==> config.mk <==
export PLATFORM = sky130hd
export DESIGN_NAME = seq_restoring_divider
export DESIGN_NICKNAME = d
export VERILOG_FILES = /design/src/rtl/seq_restoring_divider.sv
export SDC_FILE = /design/constraint.sdc
export NUM_CORES = 1
export LEC_CHECK = 0
export CAP_MARGIN = 15
export CORE_AREA = 2 2 74 76
export DETAILED_ROUTE_END_ITERATION = 7
export DIE_AREA = 0 0 76 78
export PLACE_DENSITY = 0.76
export RECOVER_POWER = 100
export REMOVE_ABC_BUFFERS = 1
export SLEW_MARGIN = 25
export SYNTH_ARGS = -nofsm -noshare
export SYNTH_HDL_FRONTEND = slang
export SYNTH_SLANG_ARGS = --single-unit
==> constraint.sdc <==
create_clock -name clk -period 7.1 [get_ports clk]
set_clock_uncertainty 0.15 [all_clocks]
set_input_delay 0.71 -clock clk [delete_from_list [all_inputs] [get_ports clk]]
set_output_delay 0.71 -clock clk [all_outputs]
set_load 0.03 [all_outputs]
==> src/rtl/seq_restoring_divider.sv <==
// seq_restoring_divider
//   Multi-cycle unsigned restoring divider. Each RUN cycle does one trial
//   subtraction through a (WIDTH+1)-bit ripple of full-subtractor cells. The
//   borrow-out of that ripple chooses between keeping the difference and
//   restoring the shifted partial remainder.
//
// Ports
//   clk          rising-edge clock
//   reset_n      synchronous active-low reset, clears all state
//   start        request, sampled only in IDLE
//   dividend     unsigned operand, captured on the accepting edge
//   divisor      unsigned operand, captured on the accepting edge
//   busy         high in RUN and DONE
//   done         one-cycle pulse in DONE
//   quotient     result, held until the next accepted start
//   remainder    result, held until the next accepted start
//   div_by_zero  set with done when the captured divisor was zero

// One-bit full subtractor: d = a - b - bin, with borrow-out bout.
module full_sub (
    input  logic a,
    input  logic b,
    input  logic bin,
    output logic d,
    output logic bout
);
    assign d    = a ^ b ^ bin;
    assign bout = (~a & b) | (~(a ^ b) & bin);
endmodule

module seq_restoring_divider #(
    parameter int WIDTH = 8
) (
    input  logic             clk,
    input  logic             reset_n,
    input  logic             start,
    input  logic [WIDTH-1:0] dividend,
    input  logic [WIDTH-1:0] divisor,
    output logic             busy,
    output logic             done,
    output logic [WIDTH-1:0] quotient,
    output logic [WIDTH-1:0] remainder,
    output logic             div_by_zero
);
    localparam int CW = (WIDTH > 2) ? $clog2(WIDTH) : 1;

    typedef enum logic [1:0] {IDLE, RUN, DONE} state_t;
    state_t state, state_nx;

    logic [WIDTH-1:0] q_r, r_r, d_r;
    logic [CW-1:0]    count;

    logic             last_iter;
    assign last_iter = (count == CW'(WIDTH - 1));

    // Partial remainder shifted left with the dividend MSB entering. It is
    // kept WIDTH+1 bits wide because it can reach 2*D-1.
    logic [WIDTH:0]   r_sh;
    logic [WIDTH:0]   sub_b;
    logic [WIDTH:0]   trial;
    logic [WIDTH+1:0] brw;

    assign r_sh   = {r_r, q_r[WIDTH-1]};
    assign sub_b  = {1'b0, d_r};
    assign brw[0] = 1'b0;

    genvar i;
    generate
        for (i = 0; i <= WIDTH; i++) begin : g_sub
            full_sub u_fs (
                .a    (r_sh[i]),
                .b    (sub_b[i]),
                .bin  (brw[i]),
                .d    (trial[i]),
                .bout (brw[i+1])
            );
        end
    endgenerate

    // No borrow: the difference is non-negative and < D, so it fits WIDTH bits.
    // Borrow: r_sh < D, so restoring also fits WIDTH bits.
    logic             keep;
    logic [WIDTH-1:0] r_nx, q_nx;

    assign keep = ~brw[WIDTH+1];
    assign r_nx = keep ? trial[WIDTH-1:0] : r_sh[WIDTH-1:0];
    assign q_nx = {q_r[WIDTH-2:0], keep};

    // State register
    always_ff @(posedge clk) begin
        if (!reset_n) state <= IDLE;
        else          state <= state_nx;
    end

    // Next state and outputs
    always_comb begin
        state_nx = state;
        busy     = 1'b0;
        done     = 1'b0;
        case (state)
            IDLE: begin
                if (start) state_nx = (divisor == '0) ? DONE : RUN;
            end
            RUN: begin
                busy = 1'b1;
                if (last_iter) state_nx = DONE;
            end
            DONE: begin
                busy     = 1'b1;
                done     = 1'b1;
                state_nx = IDLE;
            end
            default: state_nx = IDLE;
        endcase
    end

    // Datapath. The visible result registers load only on the edge that
    // enters DONE.
    always_ff @(posedge clk) begin
        if (!reset_n) begin
            q_r         <= '0;
            r_r         <= '0;
            d_r         <= '0;
            count       <= '0;
            quotient    <= '0;
            remainder   <= '0;
            div_by_zero <= 1'b0;
        end else begin
            case (state)
                IDLE: begin
                    if (start) begin
                        if (divisor != '0) begin
                            q_r   <= dividend;
                            r_r   <= '0;
                            d_r   <= divisor;
                            count <= '0;
                        end else begin
                            quotient    <= '1;
                            remainder   <= dividend;
                            div_by_zero <= 1'b1;
                        end
                    end
                end
                RUN: begin
                    q_r   <= q_nx;
                    r_r   <= r_nx;
                    count <= count + 1'b1;
                    if (last_iter) begin
                        quotient    <= q_nx;
                        remainder   <= r_nx;
                        div_by_zero <= 1'b0;
                    end
                end
                default: ;
            endcase
        end
    end
endmodule

# == Yosys cells after proc, flatten, opt, wreduce, memory -nomap -nowiden ==
# Index checks and enable logic that the tools add are counted.
# word_totals
register_bits,46
in_bits,19
out_inout_bits,19
wordCells,108
# classes
n_addsub,1
eq_ne,7
mux,28
n_bitwise,55
n_reduce_logical,9
# ops
operator,count
2-to-1 mux 8 bit,11
one-hot mux 8 bit (2 select lines),4
inverter 1 bit,17
bitwise AND 1 bit,16
XOR 1 bit,15
zero test 8 bit,1
!= test 2 bit (second input constant),4
nonzero test 8 bit,1
OR 1 bit,7
2-to-1 mux 2 bit,3
2-to-1 mux 3 bit,2
one-hot mux 3 bit (2 select lines),1
AND reduction 3 bit,2
2-to-1 mux 1 bit,5
one-hot mux 2 bit (2 select lines),1
AND reduction 4 bit,1
adder 3 x 1 -> 3 bit (second input constant),1
equality test 3 bit (second input constant),1
equality test 2 x 1 -> 1 bit (second input constant),1
equality test 2 bit (second input constant),1
zero test 2 bit,1
one-hot mux 1 bit (2 select lines),1
AND reduction 2 bit,1
nonzero test 2 bit,1
OR reduction 2 bit,1

# == Longest topological paths before layout ==
# logic_depth
ltp_word,20
ltp_mapped,14
ltp_nobuf,13

# == Modules after synthesis ==
# Synthesis repeated with hierarchy kept, for this count alone.
# unflattened
cells_unflattened,312
hier_area_um2,2582.5
# modules_own_cells
mod,n_inst,cells_per_inst,area_per_inst_um2,seq_area_each_um2
seq_restoring_divider,1,276,2301.0,920.9
full_sub,9,4,31.3,0.0

# == Worst setup path before layout ==
# Ideal clock, no wire load.
# synth_timing
path_kind,flip-flop to flip-flop
startpoint,reg q_r[7]
endpoint,reg remainder[4]
setup_ps,86
arrival_ps,4701
t_required_ps,6864
slack_ps,2163
stages_incl_launch_ff,15
n_path_buf,1
synth_period_minus_slack_ps,4937
cell_sequence,dfxtp_1 -> inv_1 -> ha_1 -> fa_1 -> fa_1 -> fa_1 -> fa_1 -> fa_1 -> fa_1 -> fa_1 -> nand2b_1 -> clkbuf_1 -> mux2i_1 -> mux2i_1 -> a211oi_1
# synth_between
elab_chain_cells,20
elab_cells_between_ends,21
cone_classes,mux (3); bitwise (18)
# synth_rtl
item,line,rtl
start: declaration,50,"logic [WIDTH-1:0] q_r, r_r, d_r;"
start signal: assignment,133,q_r <= dividend;
start signal: assignment,145,q_r <= q_nx;
inverter 1 bit (*),28,assign bout = (~a & b) | (~(a ^ b) & bin);
bitwise AND 1 bit (*) (2 in a row),28,
OR 1 bit (*),28,
bitwise AND 1 bit (*),28,
OR 1 bit (*),28,
bitwise AND 1 bit (*),28,
OR 1 bit (*),28,
bitwise AND 1 bit,28,
[... 3 more ...],--,
bitwise AND 1 bit,28,
OR 1 bit,28,
bitwise AND 1 bit,28,
OR 1 bit,28,
bitwise AND 1 bit,28,
2-to-1 mux 8 bit (*),86,assign r_nx = keep ? trial[WIDTH-1:0] : r_sh[WIDTH-1:0];
2-to-1 mux 8 bit (*),148,if (last_iter) begin
one-hot mux 8 bit (2 select lines) (*),129,case (state)
end signal: assignment,139,remainder <= dividend;
end signal: assignment,150,remainder <= r_nx;
end: declaration,42,"output logic [WIDTH-1:0] remainder,"
# Mark *: on every way between the ends. The rest lies on a longest branch, timed or not. The select of a mux whose other input is x is not followed.
# A chain may end at the register's enable or synchronous reset.

# == Final worst setup path ==
# layout_timing
startpoint,reg q_r[7]
endpoint,reg remainder[6]
# layout_between
elab_chain_cells,20
elab_cells_between_ends,21
cone_classes,mux (3); bitwise (18)
# layout_rtl
item,line
inverter 1 bit (*),28
bitwise AND 1 bit (*) (2 in a row),28
OR 1 bit (*),28
bitwise AND 1 bit (*),28
OR 1 bit (*),28
bitwise AND 1 bit (*),28
OR 1 bit (*),28
bitwise AND 1 bit (*),28
[... 3 more ...],--
bitwise AND 1 bit,28
OR 1 bit,28
bitwise AND 1 bit,28
OR 1 bit,28
bitwise AND 1 bit,28
2-to-1 mux 8 bit (*),86
2-to-1 mux 8 bit (*),148
one-hot mux 8 bit (2 select lines) (*),129
# Marked as above.

==> metrics.txt <==
# TYPE chip_impl_metric gauge
chip_impl_info{name="status",value="completed"} 1
chip_impl_info{name="synth_flop_cell",value="sky130_fd_sc_hd__dfxtp_1"} 1
chip_impl_metric{name="htree_levels",unit=""} 2
chip_impl_info{name="critical_path_class",value="reg -> reg"} 1
chip_impl_metric{name="number_of_cts_inserted_buffers",unit=""} 5
chip_impl_metric{name="whs_path_depth",unit=""} 2
chip_impl_metric{name="ctsResizeCount",unit=""} 0
chip_impl_metric{name="slew_violations",unit=""} 0
chip_impl_metric{name="numPlacedInstances",unit=""} 373
chip_impl_info{name="tritoncts",value="yes"} 1
chip_impl_info{name="grt_setup_unrepaired",value="no"} 1
chip_impl_metric{name="multi_input_area",unit="sq um"} 1400
chip_impl_metric{name="largest_net_degree_at_the_start_of_global_routing",unit=""} 44
chip_impl_metric{name="worst_skew_pair.late_latency",unit="ps"} 300
chip_impl_info{name="cp-end-kind",value="flip-flop"} 1
chip_impl_metric{name="leakage",unit="nW"} 1.04
chip_impl_metric{name="syn-mean-instance-area",unit="sq um"} 8.67
chip_impl_metric{name="routed_via_density",unit=""} 5.87
chip_impl_info{name="crit_start",value="q_r[7]"} 1
chip_impl_metric{name="worst_r2r_path_depth",unit=""} 13
chip_impl_metric{name="layout.area.seq",unit="sq um"} 921
chip_impl_metric{name="fin_cells",unit=""} 380
chip_impl_metric{name="post_synth_num_cell_types",unit=""} 40
chip_impl_info{name="hold_class",value="reg -> reg"} 1
chip_impl_metric{name="die_y",unit="um"} 78
chip_impl_metric{name="route.antenna.remaining_nets",unit=""} 0
chip_impl_metric{name="peakVddDrop",unit="mV"} 0.0884
chip_impl_metric{name="number_of_violations_reported_at_the_end_of_detailed_routing_iteration_0",unit=""} 205
chip_impl_metric{name="max_cap_viol_count",unit=""} 0
chip_impl_metric{name="grt_pass1_vias",unit=""} 2120
chip_impl_metric{name="drive_above_1_share",unit="%"} 3.23
chip_impl_metric{name="area.growth.synth_to_final",unit="%"} 17.0
chip_impl_metric{name="worst-slew-pin-transition",unit="ps"} 1440
chip_impl_metric{name="worst-r2r-setup-slack",unit="ps"} 1880
chip_impl_metric{name="place_ws",unit="ps"} 1930
chip_impl_metric{name="dieArea",unit="sq um"} 5930
chip_impl_metric{name="syn_inst",unit=""} 288
chip_impl_metric{name="cts.sink_count",unit=""} 46
chip_impl_metric{name="finalCritPeriodShare",unit="%"} 73.6
chip_impl_info{name="layout_common_cells",value="46 x sky130_fd_sc_hd__dfxtp_1, 42 x sky130_fd_sc_hd__nand2_1, 30 x sky130_fd_sc_hd__a21oi_1, 21 x sky130_fd_sc_hd__dlygate4sd3_1, 17 x sky130_fd_sc_hd__mux2i_1"} 1
chip_impl_metric{name="synth-seq-area-share",unit="%"} 36.9
chip_impl_metric{name="grt_use_total",unit="%"} 21.7
chip_impl_metric{name="arrival",unit="ps"} 5260
chip_impl_metric{name="wl_met2",unit="um"} 2920
chip_impl_info{name="layout_commonest_cell",value="sky130_fd_sc_hd__dfxtp_1"} 1
chip_impl_metric{name="stdcell_area",unit="sq um"} 2920
chip_impl_metric{name="drt_drc_violations_left",unit=""} 0
chip_impl_metric{name="final_nets",unit=""} 342
chip_impl_metric{name="wire_length_of_the_first_global_routing_pass",unit="um"} 10300
chip_impl_metric{name="grt_antenna_before_repair",unit=""} 0
chip_impl_metric{name="yosys_warnings",unit=""} 0
chip_impl_metric{name="post-cts-setup-buffers",unit=""} 0
chip_impl_metric{name="worstPathMaxFanout",unit=""} 10
chip_impl_metric{name="routed-wl-met3",unit="um"} 308
chip_impl_info{name="dominant_combinational_cell_family_by_area_after_synthesis",value="compound AO/OA/AOI/OAI gates"} 1
chip_impl_metric{name="via_count",unit=""} 2230
chip_impl_metric{name="finalSetupViolCount",unit=""} 0
chip_impl_metric{name="antennaDiodeCount",unit=""} 0
chip_impl_metric{name="placedInstanceArea",unit="sq um"} 2860
chip_impl_info{name="hold_path.startpoint",value="count[2]"} 1
chip_impl_metric{name="area_fraction_in_and_or_nand_and_nor_cells_after_synthesis",unit="%"} 16.4
chip_impl_metric{name="final_period_minus_worst_setup_slack",unit="ps"} 5220
chip_impl_metric{name="1st_pass_router_iterations",unit=""} 4
chip_impl_metric{name="port_buffers",unit=""} 37
chip_impl_metric{name="crit_required",unit="ps"} 7140
chip_impl_metric{name="globalRoute.totalOverflow",unit=""} 0
chip_impl_metric{name="synth_compound_area_share",unit="%"} 24.8
chip_impl_info{name="route.top_layer_used",value="met4"} 1
chip_impl_metric{name="post-dp-hpwl",unit="um"} 4120
chip_impl_metric{name="weighted_congestion_reported_at_the_end_of_routability_driven_placement",unit=""} 0.822
chip_impl_metric{name="synth_xor_area_share",unit="%"} 0
chip_impl_metric{name="cts_hold_repair.buffers",unit=""} 0
chip_impl_metric{name="wirelength",unit="um"} 6110
chip_impl_metric{name="synth_edf_count",unit=""} 0
chip_impl_metric{name="core_area",unit="sq um"} 5040
chip_impl_info{name="ctsRootBufferMaster",value="sky130_fd_sc_hd__clkbuf_8"} 1
chip_impl_metric{name="chipWidth",unit="um"} 76
chip_impl_metric{name="timing.slew.headroom",unit="%"} 3.05
chip_impl_metric{name="ys_ff_latch",unit=""} 46
chip_impl_metric{name="pin_count",unit=""} 38
chip_impl_metric{name="synthArstFlopShare",unit="%"} 0
chip_impl_info{name="regToRegStartpoint",value="q_r[7]"} 1
chip_impl_metric{name="met1_length",unit="um"} 2760
chip_impl_metric{name="p_per_area",unit="nW/um^2"} 217
chip_impl_metric{name="placement_rows",unit=""} 26
chip_impl_metric{name="clock.fmax",unit="GHz"} 0.191
chip_impl_metric{name="clkSlewWorstSetupHoldPaths",unit="ps"} 90
chip_impl_metric{name="initial_core_util",unit="%"} 49.5
chip_impl_info{name="timing.hold.worst_endpoint",value="count[2]"} 1
chip_impl_metric{name="setup_total_negative_slack",unit="ps"} 0
chip_impl_metric{name="final_hold_viol_count",unit=""} 0
chip_impl_metric{name="average_detailed_routed_wire_length_per_instance",unit="um"} 16.1
chip_impl_metric{name="mux_cell_area_share_after_synthesis",unit="%"} 6.81
chip_impl_metric{name="syn_area",unit="sq um"} 2500
chip_impl_metric{name="maximum_number_of_buffers_from_clock_root_to_sink",unit=""} 2
chip_impl_metric{name="fraction_of_the_mapped_netlist_area_in_adder_cells",unit="%"} 8.62
chip_impl_info{name="worstSetupStartpointType",value="flip-flop"} 1
chip_impl_metric{name="finalWorstSetupSlack",unit="ps"} 1880
chip_impl_info{name="reg2reg_to",value="remainder[6]"} 1
chip_impl_metric{name="fillcell_total",unit=""} 466
==> synth_stat cells (6+ instances only) <==
library cell | number | area, sq um
sky130_fd_sc_hd__dfxtp_1 | 46 | 921
sky130_fd_sc_hd__nand2_1 | 42 | 158
sky130_fd_sc_hd__a21oi_1 | 30 | 150
sky130_fd_sc_hd__mux2i_1 | 17 | 170
sky130_fd_sc_hd__clkbuf_1 | 14 | 52.6
sky130_fd_sc_hd__a211oi_1 | 13 | 97.6
sky130_fd_sc_hd__inv_1 | 12 | 45.0
sky130_fd_sc_hd__nand3_1 | 11 | 55.1
sky130_fd_sc_hd__o21ai_0 | 10 | 50.1
sky130_fd_sc_hd__nor3_1 | 8 | 40.0
sky130_fd_sc_hd__buf_2 | 7 | 35.0
sky130_fd_sc_hd__fa_1 | 7 | 140
sky130_fd_sc_hd__o2111ai_1 | 7 | 61.3
sky130_fd_sc_hd__o31ai_1 | 7 | 52.6
sky130_fd_sc_hd__ha_1 | 6 | 75.1
==> sequential cells by signal, indices dropped and copies added, names as in the netlist <==
name and count:
d_r 8, q_r 8, quotient 8, r_r 8, remainder 8, count 3
state 2, div_by_zero 1
==> report_power, final <==
group          total, mW  switching (mW)  internal (mW)
Sequential         0.289          0.0131          0.276
Combinational      0.190           0.119         0.0717
Clock              0.156          0.0876         0.0680
==> cell families after synthesis <==
logic type / Yosys count
buffers and inverters: 38
multiplexers: 17
adder cells (fa/ha/maj): 13
AO/OA/AOI/OAI: 89
AND/OR/NAND/NOR: 85
flip-flops: 46
==> per-stage QoR <==
step                hold WS [ps]  total power [mW]  utilization (%)
finish                       320             0.635             57.9
global route                 348             0.670             57.9
CTS                          324             0.640             58.3
detailed placement           313             0.487             56.8
global placement             301             0.483             56.8
floorplan                    291             0.425                -
==> worst max-delay path by stage <==
stage	endpoint	slack (ps)	depth (start not counted)
after floorplan	remainder[5]	2260	13
after global placement	remainder[1]	2100	13
after detailed placement	remainder[3]	1930	13
after CTS	remainder[6]	1870	13
after global routing	remainder[1]	1580	13
final	remainder[6]	1880	13
==> per-layer routing <==
metal  vias up  GRT usage (%)
li1       1085              -
met3        10           4.77
met2        79           35.8
met4         0           8.73
met1      1056           27.7
met5         -              0
==> cell type report <==
cell class              count  area share (%)
clock buffers               7            2.61
repair buffers             40            13.3
well taps                  70            3.00
inverters                  13            1.67
flip-flops and latches     46            31.5
multi-input cells         204            47.9
==> critical path: stages (launching register included) <==
cell and delay (ps):
sky130_fd_sc_hd__dfxtp_1 350, sky130_fd_sc_hd__inv_1 60, sky130_fd_sc_hd__ha_1 190, sky130_fd_sc_hd__fa_1 450
sky130_fd_sc_hd__fa_1 460, sky130_fd_sc_hd__fa_1 470, sky130_fd_sc_hd__fa_1 480, sky130_fd_sc_hd__fa_1 470
sky130_fd_sc_hd__fa_1 460, sky130_fd_sc_hd__fa_1 450, sky130_fd_sc_hd__nand2b_1 460, sky130_fd_sc_hd__mux2i_1 300
sky130_fd_sc_hd__a21oi_1 90, sky130_fd_sc_hd__a211oi_1 270
Power figures use the tool's default switching activity.
